[config.mk]
export PLATFORM = sky130hd
export DESIGN_NAME = mips_multicycle_ctrl
export DESIGN_NICKNAME = d
export VERILOG_FILES = /design/src/rtl/mips_pkg.sv /design/src/rtl/mips_alu_decoder.sv /design/src/rtl/mips_multicycle_ctrl.sv
export SDC_FILE = /design/constraint.sdc
export NUM_CORES = 1
export LEC_CHECK = 0
export ABC_AREA = 1
export CORE_MARGIN = 3
export CORE_UTILIZATION = 38
export DETAILED_ROUTE_END_ITERATION = 7
export PLACE_DENSITY = 0.84
export SETUP_SLACK_MARGIN = 0.15
export SLEW_MARGIN = 20
export SYNTH_ARGS = -nofsm -noshare
export SYNTH_HDL_FRONTEND = slang
export SYNTH_SLANG_ARGS = --single-unit
export TNS_END_PERCENT = 20
[constraint.sdc]
create_clock -name clk -period 2.3 [get_ports clk]
set_clock_uncertainty 0.2 [all_clocks]
set_input_delay 0.69 -clock clk [delete_from_list [all_inputs] [get_ports clk]]
set_output_delay 0.69 -clock clk [all_outputs]
set_load 0.1 [all_outputs]
[src/rtl/mips_pkg.sv]
// Shared definitions for the multicycle MIPS control path.
//
// Contents:
//   state_t      - control FSM state encoding
//   ctrl_t       - raw per-state datapath control bundle (before reset gating)
//   OP_*         - instr[31:26] opcodes handled by the controller
//   FN_*         - instr[5:0] funct codes for R-type ALU operations
//   ALU_*        - 3-bit ALU control encodings
//   ALUOP_*      - ALU operation class handed to the ALU decoder
//   PCSRC_*      - PC source mux select encodings
//   SRCB_*       - ALU operand B mux select encodings
//   is_known_op  - true for every opcode the controller can sequence
package mips_pkg;

  typedef enum logic [3:0] {
    S_FETCH    = 4'd0,
    S_DECODE   = 4'd1,
    S_MEMADR   = 4'd2,
    S_MEMRD    = 4'd3,
    S_MEMWB    = 4'd4,
    S_MEMWR    = 4'd5,
    S_EXECUTE  = 4'd6,
    S_ALUWB    = 4'd7,
    S_BRANCH   = 4'd8,
    S_ADDIEXEC = 4'd9,
    S_ADDIWB   = 4'd10,
    S_JUMP     = 4'd11
  } state_t;

  // Opcodes
  localparam logic [5:0] OP_RTYPE = 6'b000000;
  localparam logic [5:0] OP_LW    = 6'b100011;
  localparam logic [5:0] OP_SW    = 6'b101011;
  localparam logic [5:0] OP_BEQ   = 6'b000100;
  localparam logic [5:0] OP_ADDI  = 6'b001000;
  localparam logic [5:0] OP_J     = 6'b000010;

  // R-type funct codes
  localparam logic [5:0] FN_ADD = 6'b100000;
  localparam logic [5:0] FN_SUB = 6'b100010;
  localparam logic [5:0] FN_AND = 6'b100100;
  localparam logic [5:0] FN_OR  = 6'b100101;
  localparam logic [5:0] FN_SLT = 6'b101010;

  // ALU control encodings
  typedef logic [2:0] alu_ctrl_t;
  localparam alu_ctrl_t ALU_AND = 3'b000;
  localparam alu_ctrl_t ALU_OR  = 3'b001;
  localparam alu_ctrl_t ALU_ADD = 3'b010;
  localparam alu_ctrl_t ALU_SUB = 3'b110;
  localparam alu_ctrl_t ALU_SLT = 3'b111;

  // ALU operation class: fixed add, fixed subtract, or decode from funct
  localparam logic [1:0] ALUOP_ADD   = 2'b00;
  localparam logic [1:0] ALUOP_SUB   = 2'b01;
  localparam logic [1:0] ALUOP_FUNCT = 2'b10;

  // PC source select
  localparam logic [1:0] PCSRC_ALU    = 2'b00;
  localparam logic [1:0] PCSRC_ALUOUT = 2'b01;
  localparam logic [1:0] PCSRC_JUMP   = 2'b10;

  // ALU operand B select
  localparam logic [1:0] SRCB_REG     = 2'b00;
  localparam logic [1:0] SRCB_FOUR    = 2'b01;
  localparam logic [1:0] SRCB_IMM     = 2'b10;
  localparam logic [1:0] SRCB_IMM_SH2 = 2'b11;

  typedef struct packed {
    logic       mem_req;
    logic       mem_write;
    logic       iord;
    logic       ir_write;
    logic [1:0] pc_src;
    logic       reg_write_en;
    logic       reg_dst;
    logic       mem_to_reg;
    logic       alu_src_a;
    logic [1:0] alu_src_b;
  } ctrl_t;

  function automatic logic is_known_op(input logic [5:0] op);
    return (op == OP_RTYPE) || (op == OP_LW) || (op == OP_SW) ||
           (op == OP_BEQ) || (op == OP_ADDI) || (op == OP_J);
  endfunction

endpackage

[src/rtl/mips_alu_decoder.sv]
// Combinational ALU decoder: maps an ALU operation class plus the R-type
// funct field onto the 3-bit ALU control code.
//
// Ports:
//   alu_op_i        in  2  ALUOP_ADD / ALUOP_SUB / ALUOP_FUNCT
//   funct_i         in  6  instr[5:0]
//   alu_control_o   out 3  ALU_* encoding
//   funct_illegal_o out 1  funct not recognised while alu_op_i = ALUOP_FUNCT
module mips_alu_decoder
  import mips_pkg::*;
(
  input  logic [1:0] alu_op_i,
  input  logic [5:0] funct_i,
  output alu_ctrl_t  alu_control_o,
  output logic       funct_illegal_o
);

  always_comb begin
    alu_control_o   = ALU_ADD;
    funct_illegal_o = 1'b0;
    case (alu_op_i)
      ALUOP_ADD: alu_control_o = ALU_ADD;
      ALUOP_SUB: alu_control_o = ALU_SUB;
      ALUOP_FUNCT: begin
        case (funct_i)
          FN_ADD:  alu_control_o = ALU_ADD;
          FN_SUB:  alu_control_o = ALU_SUB;
          FN_AND:  alu_control_o = ALU_AND;
          FN_OR:   alu_control_o = ALU_OR;
          FN_SLT:  alu_control_o = ALU_SLT;
          default: begin
            // Unknown funct still executes as add so the datapath stays defined.
            alu_control_o   = ALU_ADD;
            funct_illegal_o = 1'b1;
          end
        endcase
      end
      default: alu_control_o = ALU_ADD;
    endcase
  end

endmodule

[src/rtl/mips_multicycle_ctrl.sv]
// Multicycle MIPS control FSM. Sequences PC, IR, register file, ALU and the
// unified instruction/data memory over several cycles per instruction.
//
// Memory handshake: mem_req (qualified by mem_write for stores) is held high
// for as long as the FSM sits in a memory state; the access completes in the
// cycle mem_ready=1, and only then does the FSM advance. mem_ready in any
// other state is ignored.
//
// Ports:
//   clk, reset        clock (rising edge), synchronous active-high reset
//   opcode, funct     instruction fields from IR
//   zero              ALU zero flag (same cycle)
//   mem_ready         memory accepted/completed the access this cycle
//   mem_req/mem_write memory request / store qualifier
//   iord              memory address select (0 PC, 1 ALUOut)
//   ir_write, pc_en   IR load, PC register enable
//   pc_src            PC source select
//   reg_write_en      register file write enable
//   reg_dst           write address select (0 rt, 1 rd)
//   mem_to_reg        write data select (0 ALUOut, 1 MDR)
//   alu_src_a/b       ALU operand selects
//   alu_control       ALU operation
//   illegal_op        unknown opcode/funct flag (sticky when ILLEGAL_TRAP=1)
//   dbg_state         current FSM state
module mips_multicycle_ctrl
  import mips_pkg::*;
#(
  parameter bit ILLEGAL_TRAP = 1'b0
) (
  input  logic       clk,
  input  logic       reset,
  input  logic [5:0] opcode,
  input  logic [5:0] funct,
  input  logic       zero,
  input  logic       mem_ready,
  output logic       mem_req,
  output logic       mem_write,
  output logic       iord,
  output logic       ir_write,
  output logic       pc_en,
  output logic [1:0] pc_src,
  output logic       reg_write_en,
  output logic       reg_dst,
  output logic       mem_to_reg,
  output logic       alu_src_a,
  output logic [1:0] alu_src_b,
  output logic [2:0] alu_control,
  output logic       illegal_op,
  output state_t     dbg_state
);

  state_t    state_q, state_d;
  logic      illegal_q, illegal_d;
  ctrl_t     ctl;
  logic      pc_write;
  logic      branch;
  logic      alu_active;
  logic [1:0] alu_op;
  logic      opcode_illegal;
  logic      funct_illegal;
  logic      illegal_now;
  alu_ctrl_t dec_alu;

  mips_alu_decoder u_alu_dec (
    .alu_op_i        (alu_op),
    .funct_i         (funct),
    .alu_control_o   (dec_alu),
    .funct_illegal_o (funct_illegal)
  );

  always_ff @(posedge clk) begin
    if (reset) begin
      state_q   <= S_FETCH;
      illegal_q <= 1'b0;
    end else begin
      state_q   <= state_d;
      illegal_q <= illegal_d;
    end
  end

  always_comb begin
    state_d        = state_q;
    ctl            = '0;
    pc_write       = 1'b0;
    branch         = 1'b0;
    alu_active     = 1'b0;
    alu_op         = ALUOP_ADD;
    opcode_illegal = 1'b0;
    unique case (state_q)
      S_FETCH: begin
        // PC + 4 is computed while the instruction is read; both land together.
        ctl.mem_req   = 1'b1;
        ctl.alu_src_b = SRCB_FOUR;
        alu_active    = 1'b1;
        if (mem_ready) begin
          ctl.ir_write = 1'b1;
          pc_write     = 1'b1;
          state_d      = S_DECODE;
        end
      end
      S_DECODE: begin
        // Speculative branch target into ALUOut.
        ctl.alu_src_b = SRCB_IMM_SH2;
        alu_active    = 1'b1;
        case (opcode)
          OP_LW, OP_SW: state_d = S_MEMADR;
          OP_RTYPE:     state_d = S_EXECUTE;
          OP_BEQ:       state_d = S_BRANCH;
          OP_ADDI:      state_d = S_ADDIEXEC;
          OP_J:         state_d = S_JUMP;
          default: begin
            opcode_illegal = 1'b1;
            state_d        = S_FETCH;
          end
        endcase
      end
      S_MEMADR: begin
        ctl.alu_src_a = 1'b1;
        ctl.alu_src_b = SRCB_IMM;
        alu_active    = 1'b1;
        state_d       = (opcode == OP_SW) ? S_MEMWR : S_MEMRD;
      end
      S_MEMRD: begin
        ctl.mem_req = 1'b1;
        ctl.iord    = 1'b1;
        if (mem_ready) state_d = S_MEMWB;
      end
      S_MEMWB: begin
        ctl.reg_write_en = 1'b1;
        ctl.mem_to_reg   = 1'b1;
        state_d          = S_FETCH;
      end
      S_MEMWR: begin
        ctl.mem_req   = 1'b1;
        ctl.mem_write = 1'b1;
        ctl.iord      = 1'b1;
        if (mem_ready) state_d = S_FETCH;
      end
      S_EXECUTE: begin
        ctl.alu_src_a = 1'b1;
        ctl.alu_src_b = SRCB_REG;
        alu_active    = 1'b1;
        alu_op        = ALUOP_FUNCT;
        state_d       = S_ALUWB;
      end
      S_ALUWB: begin
        ctl.reg_write_en = 1'b1;
        ctl.reg_dst      = 1'b1;
        state_d          = S_FETCH;
      end
      S_BRANCH: begin
        ctl.alu_src_a = 1'b1;
        ctl.alu_src_b = SRCB_REG;
        ctl.pc_src    = PCSRC_ALUOUT;
        alu_active    = 1'b1;
        alu_op        = ALUOP_SUB;
        branch        = 1'b1;
        state_d       = S_FETCH;
      end
      S_ADDIEXEC: begin
        ctl.alu_src_a = 1'b1;
        ctl.alu_src_b = SRCB_IMM;
        alu_active    = 1'b1;
        state_d       = S_ADDIWB;
      end
      S_ADDIWB: begin
        ctl.reg_write_en = 1'b1;
        state_d          = S_FETCH;
      end
      S_JUMP: begin
        ctl.pc_src = PCSRC_JUMP;
        pc_write   = 1'b1;
        state_d    = S_FETCH;
      end
      default: state_d = S_FETCH;
    endcase
  end

  // funct_illegal can only rise in EXECUTE, the one state selecting ALUOP_FUNCT.
  assign illegal_now = opcode_illegal | funct_illegal;
  assign illegal_d   = ILLEGAL_TRAP ? (illegal_q | illegal_now) : 1'b0;

  // Enables are gated by reset so an abandoned instruction writes nothing.
  assign mem_req      = ctl.mem_req & ~reset;
  assign mem_write    = ctl.mem_write & ~reset;
  assign ir_write     = ctl.ir_write & ~reset;
  assign pc_en        = (pc_write | (branch & zero)) & ~reset;
  assign reg_write_en = ctl.reg_write_en & ~reset;
  assign illegal_op   = (illegal_now | (ILLEGAL_TRAP & illegal_q)) & ~reset;

  assign iord        = ctl.iord;
  assign pc_src      = ctl.pc_src;
  assign reg_dst     = ctl.reg_dst;
  assign mem_to_reg  = ctl.mem_to_reg;
  assign alu_src_a   = ctl.alu_src_a;
  assign alu_src_b   = ctl.alu_src_b;
  // ALU control reads as zero in states that do not use the ALU.
  assign alu_control = alu_active ? dec_alu : 3'b000;
  assign dbg_state   = state_q;

endmodule

==> flow_metrics.env, run 1 <==
export IMPL_lastStage="detailed placement (3_5_place_dp)"
export IMPL_ioPinCount=37
export IMPL_yosys_top_cells_area="inv_1 (18%), nand2_1 (17%), nor2_1 (16%)"
export IMPL_status="did not finish"
export IMPL_syn_num_nets=153
export IMPL_synth_seq_area_share_pct=12.1
export IMPL_portBuffers=36
export IMPL_ys_types=18
export IMPL_gp_congestion=1.02
export IMPL_start_util_pct=41.9
export IMPL_die_height_um=47.7
export IMPL_synth_flop_cell="dfxtp_1"
export IMPL_synthCells=135
export IMPL_fp_dieW_um=47.7
export IMPL_yosys_warnings=0
export IMPL_ys_ff_latch=4
export IMPL_synthesis_area_um2=661
export IMPL_synth_edf_count=0
export IMPL_avgSynthCellArea_um2=4.89
export IMPL_firstError="[ERROR DPL-0038] Utilization greater than 100%, impossible to legalize"
export IMPL_synth_top_area_cell="inv_1"
export IMPL_async_reset_ff_share_pct=0
export IMPL_placementRows=14
export IMPL_synth_top_area_share_pct=17.6
==> through the flow <==
step           worst slack (ns)  std cells  hold slack [ns]  instance area (um2)  setup TNS [ns]
2_1_floorplan            -0.666        135            0.554                  778           -5.94
3_3_place_gp             -0.592        215            0.510                 1580           -3.41
==> synthesized netlist by cell type (2+ instances only) <==
library cell and count:
dfxtp_1 4, inv_1 31, a31oi_1 2, o21ai_0 2, nand4_1 2, nand2_1 30, ha_1 2, nand2_2 3
o22ai_1 3, a21oi_1 6, nand3_1 16, nor2_1 28
==> cells by family after synthesis <==
family	after synthesis	share of synthesized area, %
AOI/OAI and AO/OA	14	11.9
adders and majority gates	2	3.79
buffers and inverters	33	18.7
DFF	4	12.1
and+or+nand+nor	82	53.4
==> run 2, diff against run 1 <==
--- a/config.mk
+++ b/config.mk
@@ -6,11 +6,10 @@
 export NUM_CORES = 1
 export LEC_CHECK = 0
 export ABC_AREA = 1
-export CORE_MARGIN = 3
-export CORE_UTILIZATION = 38
+export CORE_AREA = 3 3 64 66
 export DETAILED_ROUTE_END_ITERATION = 7
-export PLACE_DENSITY = 0.84
-export SETUP_SLACK_MARGIN = 0.15
+export DIE_AREA = 0 0 67 69
+export PLACE_DENSITY_LB_ADDON = 0.15
 export SLEW_MARGIN = 20
 export SYNTH_ARGS = -nofsm -noshare
 export SYNTH_HDL_FRONTEND = slang
==> run 2 against run 1 <==
Against the previous run:
- the flow now finishes, with violations (setup timing)
- synthesized cell count did not move
- synthesized area did not move
==> flow_metrics.env, run 2 <==
export IMPL_synth_top_area_cell="inv_1"
export IMPL_ioPinCount=37
export IMPL_endpoint="illegal_op"
export IMPL_drive_above_1_share_pct=73.1
export IMPL_rrSetupSlack_ns=0.63
export IMPL_yosys_top_cells_area="inv_1 (18%), nand2_1 (17%), nor2_1 (16%)"
export IMPL_avgSynthCellArea_um2=4.89
export IMPL_violations="setup timing"
export IMPL_min_delay_path_depth=7
export IMPL_grt_overflow=0
export IMPL_synthCells=135
export IMPL_rsz0062_at_grt="yes"
export IMPL_dieArea_um2=4620
export IMPL_fin_cells=267
export IMPL_timing_final_crit_share_pct=108
export IMPL_mostFrequentLayoutCell="buf_4"
export IMPL_synth_top_area_share_pct=17.6
export IMPL_yosysMostFrequentCell="inv_1"
export IMPL_slew_headroom_pct=84.6
export IMPL_async_reset_ff_share_pct=0
export IMPL_worstHoldStart="dbg_state[3]"
export IMPL_r2r_cells=11
export IMPL_stdcell_area_um2=2040
export IMPL_r2r_end="dbg_state[1]"
export IMPL_grt_pass1_vias=1133
export IMPL_n_fill_cell=337
export IMPL_yosys_warnings=0
export IMPL_worstReg2RegStart="dbg_state[3]"
export IMPL_ys_ff_latch=4
export IMPL_synth_edf_count=0
export IMPL_clock_fmax_ghz=0.401
export IMPL_antenna_found_initial=0
export IMPL_final_nets=239
export IMPL_ys_types=18
export IMPL_core_area_um2=3630
export IMPL_cts_tree="built"
export IMPL_crit_fanout=2
export IMPL_syn_num_nets=153
export IMPL_synth_seq_area_share_pct=12.1
export IMPL_post_drt_wl_per_cell_um=11.8
export IMPL_dr_pass1_iters=4
export IMPL_cts_path_max_buffers=2
export IMPL_setup_viol=7
export IMPL_period_minus_slack_ns=2.49
export IMPL_startpoint_type="primary input"
export IMPL_vias_per_cell=4.37
export IMPL_start_util_pct=18.2
export IMPL_gr_usage_all_layers_pct=13.3
export IMPL_final_hold_violation_count=0
export IMPL_num_antenna_cells=0
export IMPL_power_uw=534
export IMPL_fp_dieW_um=67
export IMPL_cp_required_ns=1.41
export IMPL_maxCapViolCount=0
export IMPL_worstPathArrival_ns=1.60
export IMPL_antenna_left=0
export IMPL_drtIter0Drc=14
export IMPL_placementRows=22
export IMPL_htree_levels=1
export IMPL_netlist_top_cells_count="inv_1 (31), nand2_1 (30), nor2_1 (28)"
export IMPL_drv_slew=0
export IMPL_synthesis_area_um2=661
export IMPL_critical_path_class="primary input to primary output"
export IMPL_setup_tns_ns=-0.886
export IMPL_crit_start="funct[3]"
export IMPL_setup_slack_ns=-0.193
export IMPL_cts_sinks=4
export IMPL_largest_register_ffs=4
export IMPL_portBuffers=36
export IMPL_die_height_um=69
export IMPL_dp_cells=248
export IMPL_vias=1167
export IMPL_grt_pass1_wl_mm=4.97
export IMPL_min_path_type="flip-flop to flip-flop"
export IMPL_cts_hold_buf=0
export IMPL_p_leak_uw=0.000985
export IMPL_cts_buffers=3
export IMPL_final_cell_mix="buf_4 (44), nand2_1 (23), buf_12 (21)"
export IMPL_clockRootBuffer="clkbuf_8"
export IMPL_syn_to_final_growth_pct=209
export IMPL_status="complete, but fails checks"
export IMPL_crit_path_end_kind="primary output"
export IMPL_gp_congestion=0.862
export IMPL_ir_drop_uv=331
export IMPL_totalWireLength_mm=3.15
export IMPL_grt_max_degree=7
export IMPL_synth_flop_cell="dfxtp_1"
export IMPL_insertion_delay_ns=0.21
export IMPL_drcViolationCount=0
export IMPL_tightestPinTransition_ns=0.231
export IMPL_dp_hpwl_mm=2.26
export IMPL_power_density_nw_per_um2=262
export IMPL_dpl_instance_area_um2=1630
export IMPL_cts_clk_slew_worst_paths_ns=0.03
-- run 2: worst min-delay path by stage --
stage	to
after floorplan	dbg_state[3]
after global placement	dbg_state[3]
after detailed placement	dbg_state[3]
after CTS	dbg_state[0]
after global routing	dbg_state[0]
final	dbg_state[0]
-- run 2: metrics by stage --
stage / setup slack (ns) / hold slack (ns) / util [%]
after CTS: -0.223 / 0.614 / 51.2
after global placement: -0.609 / 0.522 / 44.9
after global routing: -0.242 / 0.671 / 56.1
after detailed placement: -0.650 / 0.527 / 44.9
final: -0.193 / 0.632 / 56.1
after floorplan: -0.666 / 0.554 / -
-- run 2: timing repair --
item	CTS	global route
buffers inserted	12	4
endpoints found under the setup margin	9	12
gates resized for setup	89	44
pin swaps	30	20
-- run 2: cell type report --
cell class / count / area, um2 / share of cell area (%)
inverters: 32 / 135 / 6.63
flip-flops and latches: 4 / 95.1 / 4.67
clock buffers: 3 / 41.3 / 2.03
multi-input cells: 98 / 812 / 39.8
well taps: 48 / 60.1 / 2.95
repair buffers: 82 / 895 / 43.9
-- run 2: metal layers --
layer	vias up	wire, um	GRT usage (%)
met3	4	114	1.30
met4	0	37	3.38
met2	24	1800	23.5
met1	550	1200	16.7
li1	589	-	-
met5	-	0	0
-- run 2: cell families (layout without fill, tap and decap cells) --
family,Yosys count,in the layout,share of synthesized area [%]
AO/OA/AOI/OAI,14,14,11.9
flip-flops,4,4,12.1
buffers and inverters,33,117,18.7
adder cells (fa/ha/maj),2,2,3.79
AND/OR/NAND/NOR,82,82,53.4
-- run 2: where the power goes --
| group | internal [uW] | switching, uW | leakage, uW |
|---|---|---|---|
| registers | 69.6 | 4.47 | 0.0000355 |
| logic | 128 | 187 | 0.000928 |
| clock network | 111 | 33.2 | 0.0000216 |
| total | 309 | 225 | 0.000985 |
-- run 2: critical path, cell delays in order --
cell and delay (ns):
clkdlybuf4s15_2 0.21, nor2_4 0.11, nand3_2 0.11, nand2_4 0.09, nor2_2 0.05, nor2_2 0.12
nor2_4 0.06, buf_12 0.16
(Power assumes the default switching activity.)
